<file path="config.mk">
export PLATFORM = sky130hd
export DESIGN_NAME = dmem_arbiter
export DESIGN_NICKNAME = d
export VERILOG_FILES = /design/src/rtl/dmem_arbiter_pkg.sv /design/src/rtl/dmem_access_check.sv /design/src/rtl/dmem_arbiter.sv
export SDC_FILE = /design/constraint.sdc
export NUM_CORES = 1
export LEC_CHECK = 0
export CORE_MARGIN = 8
export CORE_UTILIZATION = 43
export DETAILED_ROUTE_END_ITERATION = 8
export DONT_BUFFER_PORTS = 1
export GPL_ROUTABILITY_DRIVEN = 0
export GPL_TIMING_DRIVEN = 0
export SYNTH_ARGS = -nofsm -noshare
export SYNTH_HDL_FRONTEND = slang
export SYNTH_HIERARCHICAL = 1
export SYNTH_SLANG_ARGS = --single-unit
</file>
<file path="constraint.sdc">
create_clock -name clk -period 4.9 [get_ports clk]
set_input_delay 0.735 -clock clk [delete_from_list [all_inputs] [get_ports clk]]
set_output_delay 0.735 -clock clk [all_outputs]
set_load 0.005 [all_outputs]
</file>
<file path="src/rtl/dmem_arbiter_pkg.sv">
// Shared constants, funct3 codes and FSM encoding for the data-memory arbiter.
package dmem_arbiter_pkg;

    localparam int MEM_SIZE         = 1024;
    localparam int INSTRUCTION_SIZE = 32;

    localparam logic [2:0] F3_B  = 3'b000;
    localparam logic [2:0] F3_H  = 3'b001;
    localparam logic [2:0] F3_W  = 3'b010;
    localparam logic [2:0] F3_BU = 3'b100;
    localparam logic [2:0] F3_HU = 3'b101;

    typedef enum logic [1:0] {
        DMA_IDLE  = 2'd0,
        DMA_ISSUE = 2'd1,
        DMA_RESP  = 2'd2
    } dma_state_e;

endpackage

</file>
<file path="src/rtl/dmem_access_check.sv">
// Combinational legality check of one access: size code vs direction
// and natural alignment of the byte address.
module dmem_access_check
    import dmem_arbiter_pkg::*;
(
    input  logic       we,
    input  logic [2:0] funct3,
    input  logic [1:0] addr_lo,
    output logic       err
);

    logic size_ok;
    logic align_ok;

    always_comb begin
        size_ok  = 1'b0;
        align_ok = 1'b0;
        case (funct3)
            F3_B: begin
                size_ok  = 1'b1;
                align_ok = 1'b1;
            end
            F3_H: begin
                size_ok  = 1'b1;
                align_ok = !addr_lo[0];
            end
            F3_W: begin
                size_ok  = 1'b1;
                align_ok = (addr_lo == 2'b00);
            end
            // unsigned variants only exist for loads
            F3_BU: begin
                size_ok  = !we;
                align_ok = 1'b1;
            end
            F3_HU: begin
                size_ok  = !we;
                align_ok = !addr_lo[0];
            end
            default: begin
                size_ok  = 1'b0;
                align_ok = 1'b0;
            end
        endcase
        err = !(size_ok && align_ok);
    end

endmodule

</file>
<file path="src/rtl/dmem_arbiter.sv">
// Two-port arbiter in front of the single data memory: core (port 0) and
// debug/DMA loader (port 1), one access per IDLE->ISSUE->RESP round trip.
module dmem_arbiter
    import dmem_arbiter_pkg::*;
#(
    parameter int ADDR_W = $clog2(MEM_SIZE),
    parameter int DATA_W = INSTRUCTION_SIZE,
    parameter int RR_EN  = 1
) (
    input  logic              clk,
    input  logic              reset,
    input  logic              p0_req_valid,
    output logic              p0_req_ready,
    input  logic              p0_req_we,
    input  logic [ADDR_W-1:0] p0_req_addr,
    input  logic [DATA_W-1:0] p0_req_wdata,
    input  logic [2:0]        p0_req_funct3,
    output logic              p0_rsp_valid,
    input  logic              p0_rsp_ready,
    output logic [DATA_W-1:0] p0_rsp_rdata,
    output logic              p0_rsp_err,
    input  logic              p1_req_valid,
    output logic              p1_req_ready,
    input  logic              p1_req_we,
    input  logic [ADDR_W-1:0] p1_req_addr,
    input  logic [DATA_W-1:0] p1_req_wdata,
    input  logic [2:0]        p1_req_funct3,
    output logic              p1_rsp_valid,
    input  logic              p1_rsp_ready,
    output logic [DATA_W-1:0] p1_rsp_rdata,
    output logic              p1_rsp_err,
    output logic              mem_read,
    output logic              mem_write,
    output logic [ADDR_W-1:0] mem_address,
    output logic [DATA_W-1:0] mem_write_data,
    output logic [2:0]        mem_funct3,
    input  logic [DATA_W-1:0] mem_read_data
);

    dma_state_e        state_q, state_d;
    logic              rr_last_q, rr_last_d;
    logic              port_q, port_d;
    logic              we_q, we_d;
    logic [ADDR_W-1:0] addr_q, addr_d;
    logic [DATA_W-1:0] wdata_q, wdata_d;
    logic [2:0]        f3_q, f3_d;
    logic [DATA_W-1:0] rdata_q, rdata_d;
    logic              err_q, err_d;

    logic              gnt0, gnt1;
    logic              idle, accept;
    logic              s_we;
    logic [ADDR_W-1:0] s_addr;
    logic [DATA_W-1:0] s_wdata;
    logic [2:0]        s_f3;
    logic              s_err;
    logic              rsp_ack;
    logic              rsp0, rsp1;

    // rr_last names the port granted most recently; the other one wins a tie
    always_comb begin
        gnt1 = p1_req_valid &&
               (!p0_req_valid || ((RR_EN != 0) && !rr_last_q));
        gnt0 = p0_req_valid && !gnt1;
    end

    assign idle         = (state_q == DMA_IDLE);
    assign p0_req_ready = idle && gnt0;
    assign p1_req_ready = idle && gnt1;
    assign accept       = p0_req_ready || p1_req_ready;

    assign s_we    = gnt1 ? p1_req_we     : p0_req_we;
    assign s_addr  = gnt1 ? p1_req_addr   : p0_req_addr;
    assign s_wdata = gnt1 ? p1_req_wdata  : p0_req_wdata;
    assign s_f3    = gnt1 ? p1_req_funct3 : p0_req_funct3;

    dmem_access_check u_check (
        .we      (s_we),
        .funct3  (s_f3),
        .addr_lo (s_addr[1:0]),
        .err     (s_err)
    );

    assign rsp_ack = port_q ? p1_rsp_ready : p0_rsp_ready;

    always_comb begin
        state_d   = state_q;
        rr_last_d = rr_last_q;
        port_d    = port_q;
        we_d      = we_q;
        addr_d    = addr_q;
        wdata_d   = wdata_q;
        f3_d      = f3_q;
        rdata_d   = rdata_q;
        err_d     = err_q;
        unique case (state_q)
            DMA_IDLE: begin
                if (accept) begin
                    rr_last_d = gnt1;
                    port_d    = gnt1;
                    err_d     = s_err;
                    rdata_d   = '0;
                    // rejected requests leave the memory-side regs untouched
                    if (s_err) begin
                        state_d = DMA_RESP;
                    end else begin
                        state_d = DMA_ISSUE;
                        we_d    = s_we;
                        addr_d  = s_addr;
                        wdata_d = s_wdata;
                        f3_d    = s_f3;
                    end
                end
            end
            DMA_ISSUE: begin
                rdata_d = we_q ? '0 : mem_read_data;
                state_d = DMA_RESP;
            end
            DMA_RESP: begin
                if (rsp_ack) begin
                    state_d = DMA_IDLE;
                end
            end
            default: begin
                state_d = DMA_IDLE;
            end
        endcase
    end

    always_ff @(posedge clk or posedge reset) begin
        if (reset) begin
            state_q   <= DMA_IDLE;
            rr_last_q <= 1'b1;
            port_q    <= 1'b0;
            we_q      <= 1'b0;
            addr_q    <= '0;
            wdata_q   <= '0;
            f3_q      <= 3'b000;
            rdata_q   <= '0;
            err_q     <= 1'b0;
        end else begin
            state_q   <= state_d;
            rr_last_q <= rr_last_d;
            port_q    <= port_d;
            we_q      <= we_d;
            addr_q    <= addr_d;
            wdata_q   <= wdata_d;
            f3_q      <= f3_d;
            rdata_q   <= rdata_d;
            err_q     <= err_d;
        end
    end

    assign mem_read       = (state_q == DMA_ISSUE) && !we_q;
    assign mem_write      = (state_q == DMA_ISSUE) && we_q;
    assign mem_address    = addr_q;
    assign mem_write_data = wdata_q;
    assign mem_funct3     = f3_q;

    assign rsp0 = (state_q == DMA_RESP) && !port_q;
    assign rsp1 = (state_q == DMA_RESP) && port_q;

    assign p0_rsp_valid = rsp0;
    assign p1_rsp_valid = rsp1;
    assign p0_rsp_rdata = rsp0 ? rdata_q : '0;
    assign p1_rsp_rdata = rsp1 ? rdata_q : '0;
    assign p0_rsp_err   = rsp0 && err_q;
    assign p1_rsp_err   = rsp1 && err_q;

endmodule
</file>
; ---- Word level (Yosys, flattened, before mapping)
; Cells that the tools add are included.
[op_classes]
n_eq_ne = 8
n_reduce_logical = 33
muxes = 16
[op_table]
columns = cell, count
row1 = $mux W32, 5
row2 = $pmux W32 S2, 1
row3 = $logic_and A1 B1 Y1, 11
row4 = $mux W10, 1
row5 = $logic_not A1 Y1, 8
row6 = $eq A3 B3 Y1 const B, 2
row7 = $mux W2, 3
row8 = $pmux W2 S3, 1
row9 = $reduce_and A2 Y1, 3
row10 = $reduce_or A2 Y1, 3
row11 = $logic_not A2 Y1, 2
row12 = $eq A3 B1 Y1 const B, 1
row13 = $eq A3 B2 Y1 const B, 1
row14 = $logic_not A3 Y1, 1
row15 = $mux W3, 1
row16 = $pmux W1 S3, 1
row17 = $reduce_and A3 Y1, 1
row18 = $reduce_or A3 Y1, 1
row19 = $eq A2 B1 Y1 const B, 1
row20 = $eq A2 B2 Y1 const B, 1
row21 = $logic_or A1 B1 Y1, 2
row22 = $mux W1, 2
row23 = $ne A2 B1 Y1 const B, 1
row24 = $ne A2 B2 Y1 const B, 1
row25 = 2 further kinds, 2
[word_totals]
regBits = 83
output_inout_bits = 117

; ---- Depth between registers and ports, before layout
; Gate-level depths: netlist of the first run.
[depth]
depth_word = 11
depth_mapped = 9
depth_no_buf = 6

; ---- Cells and area by module
; Netlist of the first run, hierarchy kept.
[by_module_without_submodules]
columns = mod, cells_per_inst, area_per_inst_um2, seq_area_each_um2, n_inst
row1 = dmem_arbiter, 319, 4175.3, 2078.2, 1
row2 = dmem_access_check, 3, 31.3, 0.0, 1

; ---- Worst setup path after synthesis of the first run
; Ideal clock, no wire load.
[synth_path]
path_type = input to register
startpoint = in p1_req_valid
endpoint = reg f3_q[2], in the netlist mem_funct3[2]
t_arrival_ns = 2.701
slack_ns = 2.075
stages = 9
path_cell_list = a21boi_2 -> buf_6 -> mux2_2 -> nor4_2 -> nor2_1 -> nor4_2 -> buf_4 -> buf_4 -> mux2_2
[synth_via]
elab_chain_cells = 7
[synth_rtl]
columns = item, line_no
row1 = start: declaration, dmem_arbiter.sv:22  ; input logic p1_req_valid,
row2 = $logic_and A1 B1 Y1 (*), dmem_arbiter.sv:62  ; gnt1 = p1_req_valid &&
row3 = $mux W3 (*), dmem_arbiter.sv:75  ; assign s_f3 = gnt1 ? p1_req_funct3 : p0_req_funct3;
row4 = net s_f3[2], dmem_arbiter.sv:55  ; logic [2:0] s_f3;
row5 = "$eq A3 B1 Y1, or another cell as far along", dmem_access_check.sv:18  ; case (funct3)
row6 = $reduce_or A3 Y1 (no source line) / $reduce_or A2 Y1 (equally long branches), n/a
row7 = $pmux W1 S2 / $pmux W1 S3 (equally long branches), dmem_access_check.sv:18
row8 = $logic_and A1 B1 Y1, dmem_access_check.sv:45  ; err = !(size_ok && align_ok);
row9 = $reduce_and A3 Y1 (no source line), n/a
row10 = end signal: assignment, dmem_arbiter.sv:138  ; f3_q <= 3'b000;
row11 = end signal: assignment, dmem_arbiter.sv:148  ; f3_q <= f3_d;
row12 = end: declaration, dmem_arbiter.sv:46  ; logic [2:0] f3_q, f3_d;
; Mark *: on every way through the listed nets, which the timed path passes. The rest lies on a longest branch.
; A chain may end at the register's enable or synchronous reset.

; ---- Worst setup path in the final report of the first run
[layout_path]
startpoint = in p1_req_valid
endpoint = reg wdata_q[12], in the netlist mem_write_data[12]
[layout_via]
elab_chain_cells = 7
[layout_rtl]
columns = item, line_no
row1 = $logic_and A1 B1 Y1 (*), dmem_arbiter.sv:62
row2 = $mux W3 (*), dmem_arbiter.sv:75
row3 = net s_f3[2], dmem_arbiter.sv:55
row4 = "$eq A3 B1 Y1, or another cell as far along", dmem_access_check.sv:18
row5 = $reduce_or A3 Y1 (no source line) / $reduce_or A2 Y1 (equally long branches), n/a
row6 = $pmux W1 S2 / $pmux W1 S3 (equally long branches), dmem_access_check.sv:18
row7 = $logic_and A1 B1 Y1 (*), dmem_access_check.sv:45
row8 = $reduce_and A3 Y1 (no source line) (*), n/a
row9 = end signal: assignment, dmem_arbiter.sv:147  ; wdata_q <= wdata_d;
row10 = end: declaration, dmem_arbiter.sv:45  ; logic [DATA_W-1:0] wdata_q, wdata_d;
; Marked as above.

==> results.cfg, run 1 <==
[clock_network]
holdBufCountCts = 0
cts.sinks = 83
htree_levels = 3
cts_made_buffers = 9
clk_path_buf_depth = 2
root_buffer = clkbuf_8
post_cts_buffers = 0
cts_tree = done
insertion_delay_ns = 0.34
post_cts_resized = 0
path_clk_slew_ns = 0.08

[routing]
ant_nets = 0
vias_per_cell = 5.48
postRouteWirelength_um = 11200
firstDrtPassIters = 4
wl_per_cell_um = 23.7
drtIter0Drc = 96
num_vias = 2587
drc = 0

[timing]
finalSetupTns_ns = 0
grt_setup_unrepaired = no
post-route-min-period_ns = 2.76
worst_pin_slew_ns = 0.582
fin_crit_sh_pct = 56.3
slew_headroom_pct = 61.0
finalClockSkew_ns = 0.00581
maxSlewViolCount = 0
final_hold_viol_count = 0
setup_viol = 0
fmaxAchievable_mhz = 362

[synthesis]
yosysTopAreaCell = dfrtp_1
syn_nets = 452
netlist_area_um2 = 4210
synth_seq_area_share_pct = 49.4
synth_top_area_share_pct = 48.8
yosysUniqueCellTypes = 28
synth-seq-cells = 83
syn_avg_cell_area_um2 = 13.1
synthTopCellsByArea = dfrtp_1 49%, mux2_2 20%, and2_1 10%, a22o_1 6.7%, mux2_4 6.4%
ys_warn_count = 6
netlist_instances = 322

[final_layout]
fill_cells = 905
final_nets = 464
drive_gt1_share_pct = 37.5
final_util_pct = 47.4
area_growth_pct = 8.72
diodes = 0

[global_route]
first_global_vias = 2946
grt_pass1_wl_um = 16700
grt_usage_pct = 16.5
antenna_found_initial = 0
grt-ovfl-total = 0
grt_max_degree = 57

[placed_design]
io_buffers = 0
detailed_place_hpwl_um = 8800

[floorplanning]
rows = 36
io_pins = 247
die_h_um = 115
initial_core_util_pct = 43.6
die_w_um = 115
core_um2 = 9640
die_area_um2 = 13200

[setup_path]
worst_path_dominant_cell_family = multiplexers
path_depth = 9
cp_data_required_time_ns = 5.12
critPathKind = in2reg
path_max_fanout = 10
arrival_ns = 2.98
path_cells = a21boi_2, buf_6, mux2_2, nor4_2, nor2_1, nor4_2, buf_4, buf_4, mux2_2
reg2reg_depth = 9
critPathLaunchType = primary input
worstReg2RegStart = rr_last_q
critPathCaptureType = register
path_buf_inv = 3
worstSetupStartpoint = p1_req_valid
cpPeakStageDelay_ns = 0.39
ff2ff_setup_slack_ns = 2.16
worst_path_max_delay_cell = mux2_2

[power]
p_leak_uw = 0.00203
ir_worst_vdd_mv = 0.228
power_density_nw_per_um2 = 511

[min_path]
holdCritPathClass = in2async

[status]
run_status = finished clean

[run]
cap_viol_max_count = 0
[state kept, by name (all words and copies together) (netlist names)]
signal / cells
err_q: 1
mem_address: 10
mem_funct3: 3
mem_write_data: 32
port_q: 1
rdata_q: 32
rr_last_q: 1
state_q: 2
we_q: 1
[worst paths after layout]
kind,end
min,rdata_q[7]
max reg2reg,mem_write_data[12]
max,mem_write_data[12]
min in group clk,rr_last_q
min reg2reg,rdata_q[7]
max in group asynchronous,rr_last_q
[layout make-up]
cell class | instances | area [µm²] | area share, %
tap | 133 | 166 | 3.64
buffer | 23 | 135 | 2.95
inverter | 1 | 6.26 | 0.137
multi-input combinational | 215 | 1990 | 43.5
clock buffer | 16 | 170 | 3.72
timing repair buffer | 1 | 27.5 | 0.602
sequential | 83 | 2080 | 45.4
[report_power, final]
part / switching (µW) / leakage, µW / internal (µW) / total (µW)
Sequential: 231 / 0.00105 / 952 / 1180
Combinational: 337 / 0.000898 / 380 / 717
Clock: 226 / 0.0000850 / 214 / 440
Total: 794 / 0.00203 / 1550 / 2340
[per-layer routing]
metal  track usage, %  wire length [µm]
met5                0                 0
met4             4.82               114
met3             8.09              1280
met2             29.0              5520
met1             16.9              4250
[cell families (layout without fill, tap and decap cells)]
family,count (synthesis),count (layout),synth area share [%]
AOI/OAI and AO/OA,41,41,8.36
buffers and inverters,24,41,3.30
DFF,83,83,49.4
muxes,93,93,26.5
and+or+nand+nor,81,81,12.4
[synth_stat cells (all sizes together)]
cell type	number
mux2	93
dfrtp	82
and2	67
a22o	32
buf	16
clkbuf	7
nor2	4
and3b	2
nor3b	2
nor4	2
o21ai	2
a211o	1
a21boi	1
a21o	1
a21oi	1
a221oi	1
a22oi	1
a31oi	1
dfstp	1
inv	1
nand2	1
nor2b	1
nor3	1
or2	1
[metrics by stage]
stage | hold slack, ns | instances | power, µW | area, µm² | setup WS (ns)
2_1_floorplan | 0.479 | 322 | 1700 | 4210 | 2.03
3_3_place_gp | 0.495 | 455 | 1910 | 4370 | 1.02
3_5_place_dp | 0.500 | 456 | 1940 | 4400 | 1.72
4_1_cts | 0.233 | 472 | 2390 | 4570 | 2.10
5_1_grt | 0.247 | 472 | 2510 | 4570 | 1.92
6_report | 0.239 | 472 | 2340 | 4570 | 2.14
[placed cells by master, fill, tap and decap left out]
cell type  synthesis  final
inv_4              0      1
dfstp_2            1      1
nor3_1             1      1
nor2_1             4      4
buf_2              9      9
a21boi_2           1      1
nor2b_1            1      1
a221oi_2           1      1
dfrtp_1           82     82
mux2_1             2      2
a21o_1             1      1
a21oi_1            1      1
mux2_4            18     18
a22o_1            32     32
clkbuf_8           0     11
or2_1              1      1
nor3b_2            2      2
nor4_2             2      2
a31oi_1            1      1
and2_1            67     67
buf_16             0      1
mux2_2            73     73
and3b_1            2      2
clkbuf_1           7     12
buf_6              3      3
a211o_1            1      1
buf_4              4      4
nand2_1            1      1
o21ai_0            2      2
a22oi_1            1      1
Note: power is estimated with default switching activity, not from simulation.
==> run 2, diff against run 1 <==
==> constraint.sdc (replaced) <==
create_clock -name clk -period 2.2 [get_ports clk]
set_input_delay 0.33 -clock clk [delete_from_list [all_inputs] [get_ports clk]]
set_output_delay 0.33 -clock clk [all_outputs]
set_load 0.005 [all_outputs]
==> run 2 against run 1 <==
Net effect:
- the run now ends with setup timing left
- utilization grew 3.5 points
- setup slack lost 2.4 ns
- count of clock-buffer cells in the layout shrank 5
- register-to-register slack lost 2.4 ns
- global-route usage is essentially flat
- combinational power grew to 2.6 times the previous value
- sequential power grew 120%
- critical path type is now reg2reg
==> results.cfg, run 2 (same netlist as run 1, synthesis figures left out) <==
[final_layout]
drive_gt1_share_pct = 42.3
area_growth_pct = 16.7
final_common_cell = dfrtp_1
diodes = 0
layout.cells.non_filler = 488
final_nets = 481
mostFrequentLayoutCells = 82 x dfrtp_1, 67 x and2_1, 53 x mux2_2

[timing]
grt_setup_unrepaired = yes
final_hold_viol_count = 0
fin_crit_sh_pct = 111
finalSetupTns_ns = -10.37
fmaxAchievable_mhz = 408
setup_viol = 47
worst_pin_slew_ns = 0.622
post-route-worst-setup-slack_ns = -0.252
finalClockSkew_ns = 0.00848
slew_headroom_pct = 58.5
post-route-min-period_ns = 2.45
maxSlewViolCount = 0

[global_route]
grt_usage_pct = 16.4
grt-ovfl-total = 0
grt_max_degree = 34
antenna_found_initial = 0
first_global_vias = 2986
grt_pass1_wl_um = 16800

[power]
finalPower_uw = 5710
sequentialPowerShare_pct = 46.4
p_switching_uw = 1860
p_int_uw = 3840
p_leak_uw = 0.00223
combPwrFrac_pct = 32.4
ir_worst_vdd_mv = 0.507
switching_share_pct = 32.7
power_frac_clock_pct = 21.2
power_density_nw_per_um2 = 1160

[floorplanning]
die_h_um = 115
rows = 36
core_um2 = 9640
die_w_um = 115
initial_core_util_pct = 43.6
die_area_um2 = 13200
io_pins = 247

[routing]
vias_per_cell = 5.53
firstDrtPassIters = 4
wl_per_cell_um = 23.4
num_vias = 2699
drtIter0Drc = 101
postRouteWirelength_um = 11400
drc = 0
ant_nets = 0

[min_path]
holdPathStages = 1
whs_endpoint = rr_last_q
holdCritPathClass = in2reg
min_from = p0_req_valid

[status]
violations = setup timing
run_status = finished, violations left

[setup_path]
critPathKind = reg2reg
arrival_ns = 2.68
reg2reg_depth = 9
rr_endpoint = mem_write_data[27]
cp_data_required_time_ns = 2.43
path_max_fanout = 5
worstReg2RegStart = rr_last_q
path_buf_inv = 3
worst_path_dominant_cell_family = multiplexers
cpPeakStageDelay_ns = 0.56
ff2ff_setup_slack_ns = -0.25
critPathCaptureType = register
critPathLaunchType = register
path_cells = a21boi_4, buf_6, mux2_4, nor4_4, nor2_2, nor4_4, buf_6, buf_4, mux2_2
worst_path_max_delay_cell = dfstp_2

[clock_network]
cts_made_buffers = 9
insertion_delay_ns = 0.34
root_buffer = clkbuf_8
cts_tree = done
clk_path_buf_depth = 2
cts.sinks = 83
path_clk_slew_ns = 0.08
htree_levels = 3

[run]
cap_viol_max_count = 0

[placed_design]
io_buffers = 0
detailed_place_hpwl_um = 8820
dp.cells = 457
==> run 2: cell types whose count changed in the layout (fill, tap and decap cells not counted), sizes merged <==
cell	change
clkbuf	-5
inv	-1
buf	+16
clkinvlp	+3
bufinv	+2
dlygate4sd3	+1
==> run 2: metal layers <==
layer,GRT usage (%),vias up,part of all wire [%]
met5,0,-,0
met4,5.78,0,1.1
met3,6.88,10,11
met2,27.9,164,49
met1,18.1,1331,39
li1,-,1194,-
==> run 2: worst max-delay path by stage <==
| stage | from | endpoint | slack (ns) | depth (start not counted) |
|---|---|---|---|---|
| finish | rr_last_q | mem_write_data[27] | -0.25 | 9 |
| global route | rr_last_q | mem_write_data[28] | -0.36 | 9 |
| CTS | rr_last_q | mem_write_data[17] | -0.25 | 9 |
| detailed placement | rr_last_q | mem_address[6] | -0.52 | 9 |
| global placement | rr_last_q | mem_address[2] | -0.47 | 9 |
| floorplan | rr_last_q | mem_funct3[0] | -0.15 | 9 |
==> run 2: power by group through the flow <==
stage / Clock [µW] / Sequential (µW) / Combinational [µW]
floorplan: 0 / 2470 / 1320
CTS: 1250 / 2660 / 1740
detailed placement: 0 / 2680 / 1620
finish: 1210 / 2650 / 1850
global route: 1310 / 2740 / 2030
global placement: 0 / 2670 / 1550
==> run 2: stage by stage <==
step                      hold WS, ns  util (%)  cell area (µm²)  setup slack [ns]
after CTS                      0.0301      49.9             4810            -0.246
after global placement          0.399      45.5             4390            -0.466
final                          0.0544      50.9             4910            -0.252
after global routing           0.0338      50.9             4910            -0.363
after floorplan                 0.393         -             4220            -0.154
after detailed placement        0.309      46.0             4440            -0.524
==> run 2: area by class of cell <==
cell class / count / area, µm²
timing repair buffer: 18 / 175
tap: 133 / 166
multi-input combinational: 215 / 2090
fill: 886 / 4730
sequential: 83 / 2080
buffer: 23 / 175
clock buffer: 11 / 141
inverter: 1 / 7.51
clock inverter: 4 / 75.1
==> run 2: repair_timing <==
action	in CTS	in global routing
endpoints found under the setup margin	47	104
endpoints found under the hold margin	27	0
resized for setup	15	27
buffers inserted	11	2
gates cloned	2	0
hold buffers	1	0
==> run 3, diff against run 2 <==
--- a/config.mk
+++ b/config.mk
@@ -11,6 +11,7 @@
 export DONT_BUFFER_PORTS = 1
 export GPL_ROUTABILITY_DRIVEN = 0
 export GPL_TIMING_DRIVEN = 0
+export SETUP_SLACK_MARGIN = 0.4
 export SYNTH_ARGS = -nofsm -noshare
 export SYNTH_HDL_FRONTEND = slang
 export SYNTH_HIERARCHICAL = 1
==> run 3 against run 2 <==
Net effect:
- the flow still finishes with violations (setup timing)
- global-route usage is 0.90 points higher
- largest cell class unchanged
- highest routed layer unchanged
- combinational power is 38% higher
- setup slack worse by 0.011 ns
- critical path type unchanged
- first-iteration DRC count is 19% higher
- sequential cell count stayed put
==> results.cfg, run 3 (same netlist as run 1, synthesis figures left out) <==
[setup_path]
critPathCaptureType = register
cpPeakStageDelay_ns = 0.56
cp_data_required_time_ns = 2.43
path_cells = a21boi_4, buf_6, mux2_4, a221oi_2, nor2_2, nor4_4, buf_6, buf_4, mux2_2
critPathLaunchType = register
path_max_fanout = 5
cpMostUsedCell = buf_6
critPathKind = reg2reg
worst_path_max_delay_cell = dfstp_2
arrival_ns = 2.69

[floorplanning]
die_h_um = 115
io_pins = 247
initial_core_util_pct = 43.6
core_um2 = 9640
rows = 36
die_area_um2 = 13200
die_w_um = 115

[routing]
num_vias = 2782
vias_per_cell = 5.48
drc = 0
ant_nets = 0
postRouteWirelength_um = 12100
firstDrtPassIters = 4
wl_per_cell_um = 23.8
drtIter0Drc = 120

[timing]
slew_headroom_pct = 58.6
setup_viol = 46
maxSlewViolCount = 0
grt_setup_unrepaired = yes
fmaxAchievable_mhz = 406
fin_crit_sh_pct = 112
finalClockSkew_ns = 0.00715
post-route-worst-setup-slack_ns = -0.263
final_hold_viol_count = 0
post-route-min-period_ns = 2.46
worst_pin_slew_ns = 0.619
hold_slack_ns = 0.0553

[final_layout]
drive_gt1_share_pct = 62.8
layout.cells.non_filler = 508
mostFrequentLayoutCells = 79 x dfrtp_1, 55 x and2_4, 52 x mux2_2
area_growth_pct = 27.3
fill_cells = 836
final_common_cell = dfrtp_1
final_nets = 500
final_util_pct = 55.5

[global_route]
grt-ovfl-total = 0
first_global_vias = 3127
grt_usage_pct = 17.4
grt_max_degree = 34
antenna_found_initial = 1
grt_pass1_wl_um = 17700

[status]
violations = setup timing
run_status = finished, violations left

[power]
power_density_nw_per_um2 = 1200
p_leak_uw = 0.00246
ir_worst_vdd_mv = 0.507

[clock_network]
insertion_delay_ns = 0.34
cts_tree = done
cts_made_buffers = 9
cts.sinks = 83
path_clk_slew_ns = 0.08
clk_path_buf_depth = 2
htree_levels = 3
root_buffer = clkbuf_8

[run]
cap_viol_max_count = 0

[placed_design]
io_buffers = 0
dp.cells = 457
detailed_place_hpwl_um = 8820

[min_path]
holdCritPathClass = in2reg
-- run 3: stage by stage --
step	TNS [ns]	power, µW	worst slack (ns)	instance area, µm²
after detailed placement	-19.76	4300	-0.524	4440
after global placement	-17.93	4220	-0.466	4390
after global routing	-16.04	6800	-0.378	5350
after CTS	-9.30	6240	-0.223	5200
final	-10.90	6410	-0.263	5350
after floorplan	-4.35	3800	-0.154	4220
-- run 3: critical path: cells and delay by family (launching register included) --
kind,cells,cell delay (ns)
AOI/OAI and AO/OA,2,0.34
buffers and inverters,3,0.48
DFF,1,0.56
muxes,2,0.67
and+or+nand+nor,2,0.29
-- run 3: area by class of cell --
class / count / area (µm²) / area share, %
multi-input cells: 215 / 2260 / 42.2
plain buffers: 23 / 249 / 4.65
flip-flops and latches: 83 / 2080 / 38.9
well taps: 133 / 166 / 3.11
repair buffers: 37 / 369 / 6.89
inverters: 1 / 7.51 / 0.140
clock inverters: 4 / 75.1 / 1.40
clock buffers: 11 / 141 / 2.64
diodes: 1 / 2.50 / 0.0467
-- run 3: timing repair --
item / in CTS / in global routing
hold buffers: 1 / 0
endpoints found under the hold margin: 27 / 0
endpoints found under the setup margin: 116 / 139
cloned: 4 / 2
setup buffers: 23 / 5
resized for setup: 104 / 41
pin swaps: 26 / 5
-- run 3: where the power goes --
part / internal [µW] / switching (µW)
registers: 2120 / 531
logic: 1560 / 996
clock network: 665 / 540
total: 4340 / 2070
-- run 3: worst paths after layout --
path / from / endpoint / slack, ns / cells after the start
hold reg to reg: mem_write_data[11] / mem_write_data[11] / 0.53 / 1
setup / recovery: rr_last_q / mem_write_data[27] / -0.26 / 9
hold / removal: p0_req_valid / rr_last_q / 0.06 / 1
setup reg to reg: rr_last_q / mem_write_data[27] / -0.26 / 9
max in group asynchronous: reset / mem_address[1] / 0.91 / 4
min in group asynchronous: reset / rdata_q[4] / 0.54 / 2
-- run 3: layer usage --
metal,routed length [µm],track usage (%)
met2,6050,29.8
met5,0,0
met4,150,6.04
met1,4650,19.0
met3,1250,6.93
